--- src/rtl/fetch_queue.sv ---
// fetch_queue: owns the fetch PC, issues in-order word fetches to a pipelined imem and buffers {pc, instr}.
// Latency: a response shows on out_* one cycle after it arrives (same cycle with FETCH_QUEUE_BYPASS_EN).
// Backpressure: out_ready low fills the FIFO; issue is held while count + inflight reaches DEPTH, so nothing is lost.
//
// Ports:
//   clk, rst              clock and asynchronous active-low reset
//   imem_req_*            word fetch request (valid/ready); addr is fetch_pc
//   imem_rsp_*            in-order response words, any latency >= 1, no backpressure
//   redirect_valid/_pc    taken branch from execute; flushes queued and in-flight fetches
//   out_valid/_pc/_instr  head instruction presented to decode, popped when out_ready is high
// Optional: define FETCH_QUEUE_BYPASS_EN to forward a response straight to out_* when the FIFO is empty.
module fetch_queue #(
  parameter int          DEPTH    = 4,
  parameter logic [31:0] RESET_PC = 32'h0000_0000
) (
  input  logic        clk,
  input  logic        rst,
  output logic        imem_req_valid,
  output logic [31:0] imem_req_addr,
  input  logic        imem_req_ready,
  input  logic        imem_rsp_valid,
  input  logic [31:0] imem_rsp_data,
  input  logic        redirect_valid,
  input  logic [31:0] redirect_pc,
  output logic        out_valid,
  output logic [31:0] out_pc,
  output logic [31:0] out_instr,
  input  logic        out_ready
);

  localparam int AW = $clog2(DEPTH);
  localparam int CW = $clog2(DEPTH) + 1;
  localparam logic [CW:0] DEPTH_C = (CW + 1)'(DEPTH);

  logic [31:0]   fetch_pc;

  // Instruction FIFO
  logic [31:0]   fifo_pc    [DEPTH];
  logic [31:0]   fifo_instr [DEPTH];
  logic [AW-1:0] rd_ptr;
  logic [AW-1:0] wr_ptr;
  logic [CW-1:0] count;

  // In-flight bookkeeping. inflight counts every outstanding request, stale
  // ones included; discard says how many of the oldest are stale.
  logic [CW-1:0] inflight;
  logic [CW-1:0] discard;

  // PC tags of the live (non-stale) outstanding requests, oldest first.
  logic [31:0]   tag_pc [DEPTH];
  logic [AW-1:0] tag_rd;
  logic [AW-1:0] tag_wr;

  logic [CW:0]   occupancy;
  logic          req_fire;
  logic          rsp_take;
  logic          rsp_keep;
  logic          fifo_has;
  logic          fifo_push;
  logic          fifo_pop;
  logic          bypass_fire;

  assign occupancy = {1'b0, count} + {1'b0, inflight};

  // Gating with rst makes the request drop the instant reset asserts.
  assign imem_req_valid = rst && !redirect_valid && (occupancy < DEPTH_C);
  assign imem_req_addr  = fetch_pc;
  assign req_fire       = imem_req_valid && imem_req_ready;

  // A response with nothing outstanding (e.g. from before a reset) is ignored.
  assign rsp_take = imem_rsp_valid && (inflight != '0);
  assign rsp_keep = rsp_take && !redirect_valid && (discard == '0);

  assign fifo_has = (count != '0);
  assign fifo_pop = fifo_has && out_ready;

`ifdef FETCH_QUEUE_BYPASS_EN
  logic bypass_vld;
  assign bypass_vld  = rsp_keep && !fifo_has;
  assign bypass_fire = bypass_vld && out_ready;
  assign out_valid   = fifo_has || bypass_vld;
  assign out_pc      = fifo_has ? fifo_pc[rd_ptr]
                     : (bypass_vld ? tag_pc[tag_rd] : 32'h0);
  assign out_instr   = fifo_has ? fifo_instr[rd_ptr]
                     : (bypass_vld ? imem_rsp_data : 32'h0);
`else
  assign bypass_fire = 1'b0;
  assign out_valid   = fifo_has;
  assign out_pc      = fifo_has ? fifo_pc[rd_ptr]    : 32'h0;
  assign out_instr   = fifo_has ? fifo_instr[rd_ptr] : 32'h0;
`endif

  // A forwarded-and-consumed response never touches the FIFO.
  assign fifo_push = rsp_keep && !bypass_fire;

  always_ff @(posedge clk or negedge rst) begin
    if (!rst) begin
      fetch_pc <= RESET_PC;
      rd_ptr   <= '0;
      wr_ptr   <= '0;
      count    <= '0;
      inflight <= '0;
      discard  <= '0;
      tag_rd   <= '0;
      tag_wr   <= '0;
    end else begin
      // req_fire is already low in a redirect cycle, so this holds for both paths.
      case ({req_fire, rsp_take})
        2'b10:   inflight <= inflight + CW'(1);
        2'b01:   inflight <= inflight - CW'(1);
        default: ;
      endcase

      if (redirect_valid) begin
        fetch_pc <= redirect_pc & 32'hFFFF_FFFC;
        // Every outstanding request is now stale, including any already
        // being discarded, so the new discard is the whole in-flight count
        // less the response dropped in this very cycle.
        discard  <= inflight - CW'(rsp_take);
        rd_ptr   <= '0;
        wr_ptr   <= '0;
        count    <= '0;
        tag_rd   <= '0;
        tag_wr   <= '0;
      end else begin
        if (req_fire) begin
          fetch_pc <= fetch_pc + 32'd4;
          tag_wr   <= tag_wr + AW'(1);
        end
        if (rsp_take && (discard != '0)) begin
          discard <= discard - CW'(1);
        end
        // Stale responses have no tag (the tag queue was cleared), so only
        // kept responses pop one.
        if (rsp_keep) begin
          tag_rd <= tag_rd + AW'(1);
        end
        if (fifo_push) begin
          wr_ptr <= wr_ptr + AW'(1);
        end
        if (fifo_pop) begin
          rd_ptr <= rd_ptr + AW'(1);
        end
        case ({fifo_push, fifo_pop})
          2'b10:   count <= count + CW'(1);
          2'b01:   count <= count - CW'(1);
          default: ;
        endcase
      end
    end
  end

  // Storage arrays need no reset: nothing reads them until written.
  always_ff @(posedge clk) begin
    if (req_fire) begin
      tag_pc[tag_wr] <= fetch_pc;
    end
    if (fifo_push) begin
      fifo_pc[wr_ptr]    <= tag_pc[tag_rd];
      fifo_instr[wr_ptr] <= imem_rsp_data;
    end
  end

endmodule
--- config.mk ---
export PLATFORM = sky130hd
export DESIGN_NAME = fetch_queue
export DESIGN_NICKNAME = d
export VERILOG_FILES = /design/src/rtl/fetch_queue.sv
export SDC_FILE = /design/constraint.sdc
export NUM_CORES = 1
export LEC_CHECK = 0
export CORE_UTILIZATION = 50
export CTS_CLUSTER_DIAMETER = 50
export DETAILED_ROUTE_END_ITERATION = 8
export GPL_TIMING_DRIVEN = 0
export PLACE_DENSITY_LB_ADDON = 0.05
export SLEW_MARGIN = 20
export SYNTH_ARGS = -nofsm -noshare
export SYNTH_HDL_FRONTEND = slang
export SYNTH_SLANG_ARGS = --single-unit
--- constraint.sdc ---
create_clock -name clk -period 4.3 [get_ports clk]
set_clock_uncertainty 0.15 [all_clocks]
set_input_delay 0.86 -clock clk [delete_from_list [all_inputs] [get_ports clk]]
set_output_delay 0.86 -clock clk [all_outputs]
set_load 0.005 [all_outputs]
==> results.sh <==
export IMPL_crit_path_max_fanout=10
export IMPL_rrSetupSlack_ns=1.36
export IMPL_drive_gt1_frac=0.198
export IMPL_core_area_um2=32600
export IMPL_route_detailed_drc=0
export IMPL_fill_cells=2342
export IMPL_setup_violations=0
export IMPL_hp_class="primary input to async pin"
export IMPL_power_density_nw_per_um2=580
export IMPL_finalCriticalPeriod_ns=4.13
export IMPL_cts_buffers=45
export IMPL_synth_edf_count=368
export IMPL_yosysSeqAreaShare=0.735
export IMPL_synth_seq_cells=415
export IMPL_cts_tree="yes"
export IMPL_synthDistinctLibCells=56
export IMPL_fin_hold_ws_ns=0.218
export IMPL_timing_rr_start="count[2]"
export IMPL_status="finished, final reports clean"
export IMPL_via_per_inst=5.53
export IMPL_syn_to_final_growth_pct=23.8
export IMPL_clock_sinks=415
export IMPL_avgRoutedWirePerCell_um=21.5
export IMPL_reg2reg_depth=8
export IMPL_num_rows=66
export IMPL_reg2reg_to="tag_pc[1][19]"
export IMPL_nets=1175
export IMPL_required_ns=3.29
export IMPL_insertion_delay_ns=0.53
export IMPL_crit_chain="clkbuf_1, clkbuf_1, mux4_2, and2_1, clkdlybuf4s50_1"
export IMPL_grt_max_degree=49
export IMPL_dieArea_um2=34000
export IMPL_ir_drop_mv=0.304
export IMPL_netlist_area_um2=16600
export IMPL_postRouteAntennaNets=0
export IMPL_fin_crit_sh=0.960
export IMPL_critPathSlowestCell="clkbuf_1"
export IMPL_synth_area_top_cells="edfxtp_1 66%, mux4_2 12%, dfrtp_1 7.1%"
export IMPL_place_congestion=0.832
export IMPL_critPathCaptureType="primary output"
export IMPL_grtUsageMet3=0.0330
export IMPL_clockRootBuffer="clkbuf_16"
export IMPL_rsz0062_at_grt="false"
export IMPL_overflow=0
export IMPL_fmax_mhz=242
export IMPL_busiest_layer="met2"
export IMPL_worst_pin_slew_ns=0.853
export IMPL_io_pins=168
export IMPL_hpwl_mm=21.1
export IMPL_ys_warn_count=0
export IMPL_cts_setup_buffers=0
export IMPL_cpMostUsedCell="clkbuf_1"
export IMPL_clk_pin_slew_ns=0.06
export IMPL_wirelength_mm=33.6
export IMPL_antenna_found_initial=1
export IMPL_syn_instance_count=869
export IMPL_maxCapViolCount=0
export IMPL_synthArstFlopShare=0.113
export IMPL_drt_first_iter_violations=692
export IMPL_cp_start_kind="register"
export IMPL_die_h_um=184
export IMPL_cts_buffer_depth=3
export IMPL_grt_pass1_vias=8965
export IMPL_cts_resized=0
export IMPL_grtUsageMet1=0.295
export IMPL_timing_final_hold_violations=0
export IMPL_leakage_nw=6.82
export IMPL_grt_met2_usage=0.339
export IMPL_antennaDiodeCount=0
export IMPL_cts_hold_buf=0
export IMPL_cp_arrival_ns=3.12
export IMPL_worstSetupPathType="register to primary output"
export IMPL_syn_area_per_cell_um2=19.1
export IMPL_relSlewSlack=0.427
export IMPL_start_util=0.510
export IMPL_die_x_um=184
export IMPL_firstDrtPassIters=5
export IMPL_num_vias=8649
export IMPL_post_route_util=0.631
export IMPL_yosysTopAreaCell="edfxtp_1"
export IMPL_max_stage_delay_ns=0.64
export IMPL_gr_usage_all_layers=0.208
export IMPL_drv_slew=0
export IMPL_htree_levels=2
export IMPL_grt_pass1_wl_mm=52.8
export IMPL_synth_top_cell_area_share=0.665
export IMPL_synthFlopType="edfxtp_1"
export IMPL_place_port_buffers=160
==> placed cells by master (no fill, tap or decap), types with 16 or more instances in the layout <==
| master | count |
|---|---|
| and2_1 | 63 |
| clkbuf_1 | 28 |
| clkbuf_16 | 48 |
| clkdlybuf4s50_1 | 159 |
| dfrtp_1 | 47 |
| edfxtp_1 | 368 |
| ha_1 | 16 |
| mux4_2 | 92 |
| nand2_1 | 38 |
| nand3_1 | 24 |
==> flip-flops by register name, indices dropped and copies added (netlist names) <==
| signal | cells |
|---|---|
| count | 3 |
| discard | 3 |
| fifo_instr | 128 |
| fifo_pc | 120 |
| imem_req_addr | 30 |
| inflight | 3 |
| rd_ptr | 2 |
| tag_pc | 120 |
| tag_rd | 2 |
| tag_wr | 2 |
| wr_ptr | 2 |
==> worst max path at each step <==
stage                     cells after the start      startpoint          endpoint  slack (ns)
final                                         5       rd_ptr[1]        out_pc[16]        0.17
after detailed placement                      8             rst     tag_pc[1][19]        0.56
after global placement                        7             rst     tag_pc[1][19]       -2.03
after floorplan                               4  imem_rsp_valid  fifo_instr[0][0]        0.71
after CTS                                     5       rd_ptr[1]        out_pc[16]        0.09
after global routing                          5       rd_ptr[1]        out_pc[16]        0.01
==> layer usage <==
layer,wire (um),vias to the layer above
met3,1890,49
met4,568,0
li1,-,3892
met5,0,-
met1,14900,4447
met2,16300,261
==> critical path: cells and delay by family (launching register included) <==
family / cells / cell delay [ns]
buffers and inverters: 3 / 1.63
flip-flops: 1 / 0.32
multiplexers: 1 / 0.42
AND/OR/NAND/NOR: 1 / 0.22
==> where the power goes <==
part           internal [mW]  total [mW]  switching, mW
sequential              4.72        4.92          0.204
combinational           1.67        2.99           1.32
clock                   2.50        4.02           1.52
total                   8.89        11.9           3.04
==> Yosys cell counts (3+ instances only) <==
cell / n
and3_1: 9
a22oi_1: 3
inv_1: 13
clkbuf_1: 24
nor3_1: 4
o211ai_1: 7
o21ai_0: 15
or4_1: 5
and2_1: 67
mux4_2: 92
mux2i_1: 5
a21oi_1: 7
dfrtp_1: 47
nor3_2: 3
or3_1: 5
a221o_1: 3
buf_4: 6
o311ai_0: 6
ha_1: 16
nor2_1: 14
nand4_1: 7
xor2_1: 11
and4_1: 4
nand2_1: 38
o31ai_1: 4
buf_2: 14
xnor2_1: 11
nand3_1: 24
edfxtp_1: 368
==> cells by family after synthesis <==
family          count (synthesis)  share of synthesized area
compound gates                 51                     0.0203
xor+xnor                       22                     0.0116
fa+ha+maj                      18                     0.0144
buf+inv                        62                     0.0173
flops                         415                      0.735
mux                            99                      0.129
other cells                     1                   0.000226
simple gates                  201                     0.0719
==> area by class of cell <==
type                    instances  area [um2]  area share
plain buffers                  48         235      0.0114
well taps                     442         553      0.0269
multi-input cells             395        4150       0.202
flip-flops and latches        415       12200       0.594
clock inverters                28         325      0.0158
repair buffers                168        1780      0.0866
inverters                      14        52.6     0.00255
clock buffers                  55        1260      0.0611
==> stage by stage <==
| step | cells | power (mW) | cell area, um2 | setup WS (ns) | TNS, ns |
|---|---|---|---|---|---|
| floorplan | 872 | 6.56 | 16600 | 0.715 | 0 |
| global placement | 1474 | 8.01 | 18800 | -2.03 | -550.00 |
| detailed placement | 1482 | 8.07 | 19000 | 0.561 | 0 |
| CTS | 1565 | 12.1 | 20600 | 0.0862 | 0 |
| global route | 1565 | 12.5 | 20600 | 0.0126 | 0 |
| finish | 1565 | 11.9 | 20600 | 0.172 | 0 |
Power figures use the tool's default switching activity.
